`src/rtl/com_tx_send.sv`:
```
// com_tx_send: reads a staged frame (INFO + DAT_CNT data segments) back from RAM
// and streams it byte-wise, each segment closed by an 8-bit additive checksum.
module com_tx_send #(
    parameter logic [14:0] INFO_ADDR  = 15'h0100,
    parameter logic [11:0] INFO_NUM   = 12'd16,
    parameter logic [14:0] DAT_BASE   = 15'h1000,
    parameter logic [14:0] DAT_STRIDE = 15'h1200,
    parameter logic [11:0] DATA_NUM   = 12'd100,
    parameter logic [2:0]  DAT_CNT    = 3'd6
) (
    input  logic        clk,
    input  logic        rst,
    input  logic        fs,
    output logic        fd,
    output logic [14:0] ram_data_rxa,
    input  logic [7:0]  ram_data_rxd,
    output logic [7:0]  tx_data,
    output logic        tx_valid,
    input  logic        tx_ready,
    output logic        tx_last
);

    localparam logic [3:0] IDLE = 4'd0;
    localparam logic [3:0] WAIT = 4'd1;
    localparam logic [3:0] SEG  = 4'd2;
    localparam logic [3:0] RDLY = 4'd3;
    localparam logic [3:0] LOAD = 4'd4;
    localparam logic [3:0] SEND = 4'd5;
    localparam logic [3:0] SUML = 4'd6;
    localparam logic [3:0] SUMT = 4'd7;
    localparam logic [3:0] DONE = 4'd8;

    logic [3:0]  state_q, state_d;
    logic [14:0] rxa_q, rxa_d;
    logic [7:0]  data_q, data_d;
    logic        valid_q, valid_d;
    logic        last_q, last_d;
    logic [11:0] cnt_q, cnt_d;
    logic [2:0]  seg_q, seg_d;
    logic [7:0]  sum_q, sum_d;

    logic [2:0]  seg_m1;
    logic [14:0] seg_addr;
    logic [11:0] last_idx;
    logic        hs;

    // segment 0 is INFO; data segment n sits at DAT_BASE + n*DAT_STRIDE (mod 2^15)
    assign seg_m1   = seg_q - 3'd1;
    assign seg_addr = (seg_q == 3'd0) ? INFO_ADDR
                                      : DAT_BASE + 15'(seg_m1) * DAT_STRIDE;
    assign last_idx = (seg_q == 3'd0) ? INFO_NUM - 12'd1 : DATA_NUM - 12'd1;
    assign hs       = valid_q && tx_ready;

    always_comb begin
        state_d = state_q;
        rxa_d   = rxa_q;
        data_d  = data_q;
        valid_d = valid_q;
        last_d  = last_q;
        cnt_d   = cnt_q;
        seg_d   = seg_q;
        sum_d   = sum_q;
        unique case (state_q)
            IDLE: state_d = WAIT;
            WAIT: if (fs) state_d = SEG;
            SEG: begin
                rxa_d   = seg_addr;
                cnt_d   = 12'd0;
                sum_d   = 8'd0;
                state_d = RDLY;
            end
            RDLY: state_d = LOAD;
            LOAD: begin
                data_d  = ram_data_rxd;
                sum_d   = sum_q + ram_data_rxd;
                valid_d = 1'b1;
                last_d  = 1'b0;
                state_d = SEND;
            end
            SEND: begin
                if (hs) begin
                    valid_d = 1'b0;
                    rxa_d   = rxa_q + 15'd1;
                    cnt_d   = cnt_q + 12'd1;
                    state_d = (cnt_q == last_idx) ? SUML : RDLY;
                end
            end
            SUML: begin
                data_d  = sum_q;
                valid_d = 1'b1;
                last_d  = 1'b1;
                state_d = SUMT;
            end
            SUMT: begin
                if (hs) begin
                    valid_d = 1'b0;
                    last_d  = 1'b0;
                    if (seg_q == DAT_CNT) begin
                        state_d = DONE;
                    end else begin
                        seg_d   = seg_q + 3'd1;
                        state_d = SEG;
                    end
                end
            end
            DONE: begin
                if (!fs) begin
                    state_d = WAIT;
                    seg_d   = 3'd0;
                end
            end
            default: state_d = IDLE;
        endcase
    end

    always_ff @(posedge clk or posedge rst) begin
        if (rst) begin
            state_q <= IDLE;
            rxa_q   <= 15'd0;
            data_q  <= 8'd0;
            valid_q <= 1'b0;
            last_q  <= 1'b0;
            cnt_q   <= 12'd0;
            seg_q   <= 3'd0;
            sum_q   <= 8'd0;
        end else begin
            state_q <= state_d;
            rxa_q   <= rxa_d;
            data_q  <= data_d;
            valid_q <= valid_d;
            last_q  <= last_d;
            cnt_q   <= cnt_d;
            seg_q   <= seg_d;
            sum_q   <= sum_d;
        end
    end

    assign fd           = (state_q == DONE);
    assign ram_data_rxa = rxa_q;
    assign tx_data      = data_q;
    assign tx_valid     = valid_q;
    assign tx_last      = last_q;

endmodule

```
`config.mk`:
```
export PLATFORM = sky130hd
export DESIGN_NAME = com_tx_send
export DESIGN_NICKNAME = d
export VERILOG_FILES = /design/src/rtl/com_tx_send.sv
export SDC_FILE = /design/constraint.sdc
export NUM_CORES = 1
export LEC_CHECK = 0
export CORE_UTILIZATION = 40
export CTS_CLUSTER_SIZE = 28
export DETAILED_ROUTE_END_ITERATION = 16
export DONT_BUFFER_PORTS = 1
export PLACE_DENSITY = 0.63
export RECOVER_POWER = 25
export SLEW_MARGIN = 20
export SYNTH_ARGS = -nofsm -noshare
export SYNTH_HDL_FRONTEND = slang
export SYNTH_SLANG_ARGS = --single-unit
```
`constraint.sdc`:
```
create_clock -name clk -period 2.1 [get_ports clk]
set_input_delay 0.42 -clock clk [delete_from_list [all_inputs] [get_ports clk]]
set_output_delay 0.42 -clock clk [all_outputs]
set_load 0.02 [all_outputs]
```
# Word-level counts from Yosys, hierarchy flattened
# Cells that the tools add are included.
# op_classes
add_sub_neg	6
n_mul	1
div	0
n_lt_le_gt_ge	0
eq_ne	16
shift	0
mux	22
bitwise_logic	0
reduce_logical	16
# op_table
op	n
case mux 4 bit (9 select lines)	1
case mux 8 bit (2 select lines)	2
2-to-1 mux 15 bit	2
case mux 15 bit (2 select lines)	1
case mux 12 bit (2 select lines)	1
2-to-1 mux 4 bit	5
== test 4 x 3 -> 1 bit (second input constant)	4
adder 13 x 15 -> 15 bit (first input constant)	1
adder 15 x 1 -> 15 bit (second input constant)	1
adder 12 x 1 -> 12 bit (second input constant)	1
== test 12 x 7 -> 1 bit	1
2-to-1 mux 12 bit	1
2-to-1 mux 3 bit	4
inequality test 2 bit (second input constant)	5
nonzero test 2 bit	5
adder 8 bit	1
== test 4 x 2 -> 1 bit (second input constant)	2
AND reduction 4 bit	2
2-to-1 mux 7 bit	1
multiplier 3 x 4 -> 6 bit (second input constant)	1
case mux 3 bit (2 select lines)	1
AND reduction 2 bit	3
== test 4 x 1 -> 1 bit (second input constant)	1
== test 4 bit (second input constant)	1
other kinds (12)	13
# totals
ff_bits	52
latch_bits	0
ram_bits	0
romBits	0
in_bits	12
memories	0

# Longest topological paths before layout
# Gate-level depths: netlist (run 1).
# depth
depth_word	6
ltp_mapped	9
ltp_nobuf	7

# Least setup slack after synthesis (run 1)
# Ideal clock, no wire load.
# synth_path
path_kind	register -> register
start	reg state_q[0]
end	reg seg_q[2]
setup_time_ns	0.066
arrival_ns	1.791
required_time_ns	2.034
setup_slack_ns	0.243
path_stages_with_launch	6
n_path_buf	0
path_cell_list	dfrtp_1 -> nor4b_4 -> and2b_1 -> o22ai_2 -> or4b_1 -> nand2_1
# synth_via
elab_chain_len	3
# synth_rtl
item	line	text
start: declaration	33	logic [3:0] state_q, state_d;
start signal: assignment	127	state_q <= state_d;
== test 4 bit *	-	
via fd	14	output logic fd,
inequality test 2 bit (no source line) or nonzero test 2 bit (tied branches)	-	
AND reduction 4 bit (no source line)	-	
end signal: assignment	133	seg_q <= seg_d;
end: declaration	39	logic [2:0] seg_q, seg_d;
# The timed path passes the listed nets; every way through them passes the cells marked *.
# A chain may end at the register's enable or synchronous reset.

# Worst setup path in the final report (run 1)
# layout_path
start	reg sum_q[1]
end	reg sum_q[7]
# layout_via
elab_chain_len	2
# layout_rtl
item	line	text
start: declaration	40	logic [7:0] sum_q, sum_d;
start signal: assignment	134	sum_q <= sum_d;
adder 8 bit	75	sum_d = sum_q + ram_data_rxd;
case mux 8 bit (2 select lines)	63	unique case (state_q)
# No other way between the ends.

==> results of run 1 <==
[cell type report]
cell class	instances	area, sq um	area share
flip-flops and latches	52	1300	0.389
repair buffers	23	170	0.0508
clock inverters	1	5.00	0.00149
inverters	7	26.3	0.00784
clock buffers	6	72.6	0.0217
well taps	99	124	0.0370
multi-input cells	244	1650	0.493
[path summary, 6_finish.rpt]
path,slack [ns],depth (start not counted),to,startpoint
worst max-delay path,0.15,6,sum_q[7],sum_q[1]
worst min-delay path,0.23,2,state_q[3],fs
worst max register to register,0.15,6,sum_q[7],sum_q[1]
worst min register to register,0.54,1,cnt_q[0],cnt_q[0]
max in group asynchronous,0.80,2,ram_data_rxa[1],rst
min in group asynchronous,0.44,2,sum_q[1],rst
[power breakdown]
group	switching, W	total (W)	internal, W	leakage, nW
Clock	0.000320	0.000548	0.000228	0.0410
Sequential	0.000000796	0.00100	0.00100	0.665
Combinational	0.0000320	0.0000442	0.0000122	0.767
[through the flow]
step	std cells	total power (W)	hold WS, ns
after floorplan	320	0.00106	0.486
after global placement	425	0.00107	0.511
after detailed placement	425	0.00107	0.512
after CTS	432	0.00162	0.202
after global routing	432	0.00166	0.245
final	432	0.00159	0.229
[worst register-to-register path, delay by kind of cell, from the launching register on]
| kind | cells | cell delay [ns] |
|---|---|---|
| and+or+nand+nor | 1 | 0.36 |
| DFF | 1 | 0.44 |
| adders and majority gates | 1 | 0.32 |
| AOI/OAI and AO/OA | 4 | 0.72 |
[cells by family after synthesis]
| kind of cell | share of synthesized area |
|---|---|
| buf+inv | 0.0436 |
| compound gates | 0.184 |
| simple gates | 0.205 |
| fa+ha+maj | 0.0595 |
| mux | 0.0297 |
| flops | 0.424 |
| xor+xnor | 0.0542 |
[metal layers]
metal	vias to the layer above	share of wire	global-route usage
met4	0	0.015	0.0620
met2	54	0.48	0.326
met5	-	0	0
li1	1180	-	-
met3	9	0.061	0.0484
met1	1170	0.44	0.216
[registers in the layout (all words and copies together), names as in the netlist]
name          count
cnt_q            12
ram_data_rxa     15
seg_q             3
state_q           4
sum_q             8
tx_data           8
tx_last           1
tx_valid          1
[Yosys cell counts (6+ instances only)]
cell     count
xnor2_1      7
a21oi_1     30
nor2_1      36
inv_1        7
o21ai_0     18
nand2_1     24
xor2_1      12
nand3_1     11
mux2i_1      8
a21o_1       6
a22o_1      10
dfrtp_1     52
ha_1        13
nand4_1      9
==> results, run 1 <==
- The flow ran to the end, and the final reports show no timing, DRC or antenna violations.
- The max-slew violation count is 0.
- The first global-routing pass estimated 11,300 microns of wire.
- Relative to the synthesized area, the layout overhead comes to 9.13%.
- The final weighted congestion in routability-driven placement is 0.772.
- The cell area after technology mapping is 0.00307 sq mm.
- The critical path class is reg2reg.
- Setup violations remaining at the end of the flow were counted as 0.
- The critical path endpoint category is a register.
- In this run the remaining antenna-violating nets after routing total 0.
- The via count of the first global-routing pass is 2,465.
- In the post-synthesis netlist, the biggest area contributors are dfrtp_1, ha_1, a21oi_1.
- In this run, CTS created clock tree buffers numbering 5.
- The detailed-routing iteration count for the pre-antenna-repair pass is 4.
- The total number of vias is 2,413.
- The biggest area contributor in the post-synthesis netlist is dfrtp_1.
- Global routing finished with a remaining overflow of 0.
- The initial utilization of the core area, before any placement, comes to 0.419.
- In this run the post-CTS setup repair buffer count came out at 0.
- The synthesized netlist contains 55 unique library cells.
- The largest net degree at the start of global routing is 53.
- The power density over the cells is 476 mW/mm^2.
- The cell sitting at the root of the clock tree is a clkbuf_8.
- The startpoint kind of the worst setup timing path is a register.
- The Yosys step of the flow raised 0 warnings.
- Using the TritonRoute via totals, the vias-per-cell ratio works out to 5.59.
- The final cell area excluding filler cells is 0.00335 sq mm.
- The detailed-route wire length per cell is 15.2 microns.
- The mean instance size in the synthesized netlist is 9.60 sq um.
- The core region is 0.00733 sq mm.
- The endpoint arrival time on the critical path is 2.15 ns.
- The fraction of final layout cells sized beyond drive strength 1 is 0.120.
- Clock-pin slew was measured on the worst setup and hold paths at 0.09 ns.
- STA puts the critical path data required time at 2.29 ns.
- In this run the worst path has a maximum fanout of 4.
- Setup repair after global routing left no endpoint under its margin.
- The number of nets in the final layout is 359.
- The synthesized netlist net count is 346.
- 38 I/O pins were placed.
- The number of buffers and inverters on the critical path is 0.
- The tool flagged a number of max-cap violations equal to 0.
- In the layout the commonest cells are dfrtp_1, nor2_1, a21oi_1, nand2_1, buf_4.
- The source-to-sink clock delay at the later pin of the worst-skew pair is 0.31 ns.
- The number of standard cells after synthesis is 320.
- The vertical die dimension is 89.6 microns.
- In this run the core area contains 31 standard-cell rows.
- TritonCTS built the clock tree.
- The worst hold path class is in2reg.
- The post-synthesis sequential element count is 52.
- The transition time at the pin with the least slew margin is 1.30 ns.
- After layout, the minimum clock period comes to 1.95 ns.
- The number of levels in the clock H-tree is 2.
- In the routed design, unresolved DRC markers number 0.
- The total negative slack is 0 ns.
- The count of inserted antenna diode cells is 0.
- The most common library cell in the layout ignoring fill and taps is dfrtp_1.
- Traced cell by cell, the critical path runs through ha_1 -> a211oi_1 -> o311a_1 -> or3_1 -> a31oi_1 -> o21bai_1.
- The cell area after placement is 0.00327 sq mm.
- The number of fillers in the final layout is 717.
- Of the post-synthesis cell area, the dominant cell type holds 0.424.
- The DRC violation total after the first TritonRoute iteration is 117.
- The worst setup slack after layout is 0.147 ns.
- Buffers inserted to repair hold after CTS numbered 0.
- At the placement stage, the worst setup path has a slack of 0.154 ns.
- In the synthesized netlist the dominant register cell turns out to be dfrtp_1.
- The maximum single-stage delay on the critical path is 0.44 ns.
- Summed over all layers, the routed wires come to 6560 microns.
- The area of the die is 0.00803 sq mm.
- The worst-case IR drop observed on VDD is 0.334 mV.
- The initial antenna violation count is 0.
- The combined global-route utilization of all metal layers is 0.184.
- Of all flip-flops after synthesis, the portion carrying an async set or reset was 1.00.
- In this run the tightest slew margin relative to its limit is 0.131.
- The count of endpoints failing hold in the final timing report came to 0.
- The part of the Yosys area used for sequential elements is 0.424.
- Measured on the finished design, the core utilization comes to 0.457.
- The post-CTS resize count is 0.
- The cell family contributing the most delay on the critical path is compound AO/OA/AOI/OAI gates.
- The number of buffers inserted by port buffering is 0.
- Between clock sinks in the finished design, the worst skew comes to 0.00968 ns.
- The clock sink count is 52.
- The timing-limited maximum frequency is 512 MHz.
- The count of flip-flops with a built-in enable after synthesis is 0.
- Of the available clock period, the critical path in the final layout requires 0.930.
- The leakage power figure is 1.47 nW.
- Counting along the longest clock path gives a buffer depth of 2.
- The die is 89.6 microns wide.
- Summed over all nets, the half-perimeter wirelength after detailed placement is 4700 microns.
- On the critical path, the stage with the largest delay is an instance of dfrtp_1.
Note: power is estimated with default switching activity, not from simulation.
==> inputs of run 2 (changes only) <==
==> constraint.sdc (replaced) <==
create_clock -name clk -period 2.1 [get_ports clk]
set_input_delay 0.42 -clock clk [delete_from_list [all_inputs] [get_ports clk]]
set_output_delay 0.42 -clock clk [all_outputs]
set_load 0.1 [all_outputs]
==> run 2 against run 1 <==
  * Core utilization is 2.8 points higher
  * Sequential share of layout area is 1.9 points lower
  * Cell area is 6.1% higher
  * Clock skew is 0.0022 ns lower
  * Critical path type is now reg2out
  * Critical path depth is 2 lower
==> results, run 2 (synthesis results as in run 1) <==
- The run finished with clean final reports.
- Headroom to the max-slew limit came out at 0.624.
- The highest ir drop seen on vdd is 0.272 mV.
- The total congestion overflow after global routing is 0.
- In this run the vertical extent of the chip is 89.6 microns.
- Dividing the detail-routed via count by the number of cells gives 5.48.
- In this run the static leakage power is 1.58 nW.
- The library cell used most frequently in the layout, excluding fill and tap cells, is dfrtp_1.
- The global-route wire length before repair is 11,300 microns.
- The count of endpoints failing hold in the final timing report is 0.
- The clock sink count is 52.
- In this run the worst path has a maximum fanout of 8.
- The filler-free cell count of the finished design is 453.
- Measured along the x axis, the die boundary spans 89.6 microns.
- The initial antenna violation count is 0.
- The standard cell core area is 0.00733 sq mm.
- The register with the most flip-flops in the layout has 15 of them.
- Row generation in the floorplan step produced 31 rows.
- Setup repair after global routing left no endpoint under its margin.
- The fraction of final layout cells sized beyond drive strength 1 is 0.195.
- The startpoint kind of the worst setup timing path is a register.
- In this run the register-to-register setup slack is 0.11 ns.
- In this run the power density over the cells is 464 mW/mm^2.
- The total number of vias is 2,483.
- The number of buffers inserted by port buffering is 0.
- The combined global-route utilization of all metal layers is 0.184.
- The tree is rooted in a clkbuf_8.
- Timing would allow up to 494 MHz.
- The initial standard-cell utilization of the core is 0.419.
- The library cells used most frequently in the layout, excluding fill and tap cells, are dfrtp_1, buf_4, nor2_1, a21oi_1, nand2_1.
- The worst flop-to-flop path startpoint is cnt_q[0].
- In this run the count of I/O pins placed on the die edge is 38.
- The count of inserted antenna diode cells is 0.
- The max-slew violation count is 0.
- The HPWL reported at the end of detailed placement is 4850 microns.
- Traced cell by cell, the critical path runs through buf_4 -> nor4b_4 -> buf_6 -> buf_16.
- The TritonCTS buffer count is 5.
- The final layout contains routed wiring with a total length of 6640 microns.
- Entering global routing, the biggest net connects 41 pins.
- The final setup violation count is 0.
- The first detailed-routing pass ran for 4 iterations.
- On the final layout, the worst clock skew is 0.00753 ns.
- Counting instances, the worst hold path has a depth of 2.
- The tool flagged a number of max-cap violations equal to 0.
- Among all stages on the critical path, the largest delay is contributed by dfrtp_2.
- The TritonCTS clock tree is yes.
- Of the available clock period, the critical path in the final layout requires 0.964.
- The via count of the first global-routing pass is 2,432.
- The area growth from synthesis to layout is 15.8%.
- The area of the die is 0.00803 sq mm.
- The DRC violation total after the first TritonRoute iteration is 125.
- The total negative slack is 0 ns.
- The antenna violation net count after detailed routing is 0.
- The maximum clock path buffer count is 2.
- The cell total after placement is 444.
- At the pin with the least slew margin, the transition time is 0.562 ns.
- The most critical setup path has its startpoint at state_q[2].
- The worst hold path begins at fs.
- The maximum single-stage delay on the critical path is 0.46 ns.
- The number of nets in the final layout is 379.
- The critical path class is reg2out.
- The endpoint arrival time on the critical path is 1.60 ns.
- The required time of the critical path is 1.68 ns.
- The final weighted congestion in routability-driven placement is 0.833.
- For the worst flop-to-flop path, the logic depth is 6.
- In the final routed layout, each cell accounts on average for 14.6 microns.
- Clock-pin slew was measured on the worst setup and hold paths at 0.10 ns.
- The number of levels in the clock H-tree is 2.
- The clock period could shrink to 2.02 ns.
- In this run the worst hold path is classified as in2reg.
- For this run, design rule violations remaining after detail routing come to 0.
- After detailed placement, the total cell area comes to 0.00346 sq mm.
- The critical path endpoint category is an output port.
- The hold path endpoint is state_q[3].
- The reg-to-reg endpoint is state_q[2].
- The final hold slack is 0.233 ns.
- The source-to-sink clock delay at the later pin of the worst-skew pair is 0.31 ns.
- The fraction of the core area covered by cells at the end of the flow is 0.485.
- The final cell area excluding filler cells is 0.00355 sq mm.
run 2: timing repair:
item / CTS / global route
setup endpoints to repair: 0 / 2
hold buffers: 1 / 0
resized for setup: 0 / 2
endpoints found under the hold margin: 12 / 0
buffers inserted: 0 / 0
run 2: stage by stage:
step / total power (W) / setup slack (ns)
after detailed placement: 0.00107 / 0.141
final: 0.00165 / 0.0751
after CTS: 0.00169 / 0.0216
after global routing: 0.00173 / 0.00237
after global placement: 0.00107 / 0.182
after floorplan: 0.00106 / -0.471
run 2: per-layer routing:
layer  part of all wire  wire length, microns  GRT usage
met1               0.46                  3050      0.222
met2               0.46                  3070      0.315
met3              0.062                   413     0.0466
met4              0.015                   100     0.0722
met5                  0                     0          0
run 2: area by class of cell:
| type | count | area [sq um] |
|---|---|---|
| well taps | 99 | 124 |
| clock inverters | 2 | 10.0 |
| clock buffers | 6 | 82.6 |
| fillers | 680 | 3780 |
| repair buffers | 43 | 349 |
| flip-flops and latches | 52 | 1310 |
| inverters | 7 | 26.3 |
| multi-input cells | 244 | 1650 |
run 2: worst max path at each step:
stage	end	slack (ns)	cells after the start
3_3_place_gp	state_q[2]	0.18	6
3_5_place_dp	state_q[2]	0.14	6
4_1_cts	fd	0.02	4
2_1_floorplan	seg_q[2]	-0.47	5
6_report	fd	0.08	4
5_1_grt	fd	0.002	4
run 2: where the power goes:
| part | internal [W] | switching [W] |
|---|---|---|
| combinational | 0.0000138 | 0.0000321 |
| sequential | 0.00100 | 0.000000926 |
| clock | 0.000264 | 0.000338 |
run 2: worst max-delay path: cells and delay by family (launching register included):
family | cells | cell delay [ns]
buffers and inverters | 3 | 0.52
and+or+nand+nor | 1 | 0.31
DFF | 1 | 0.46
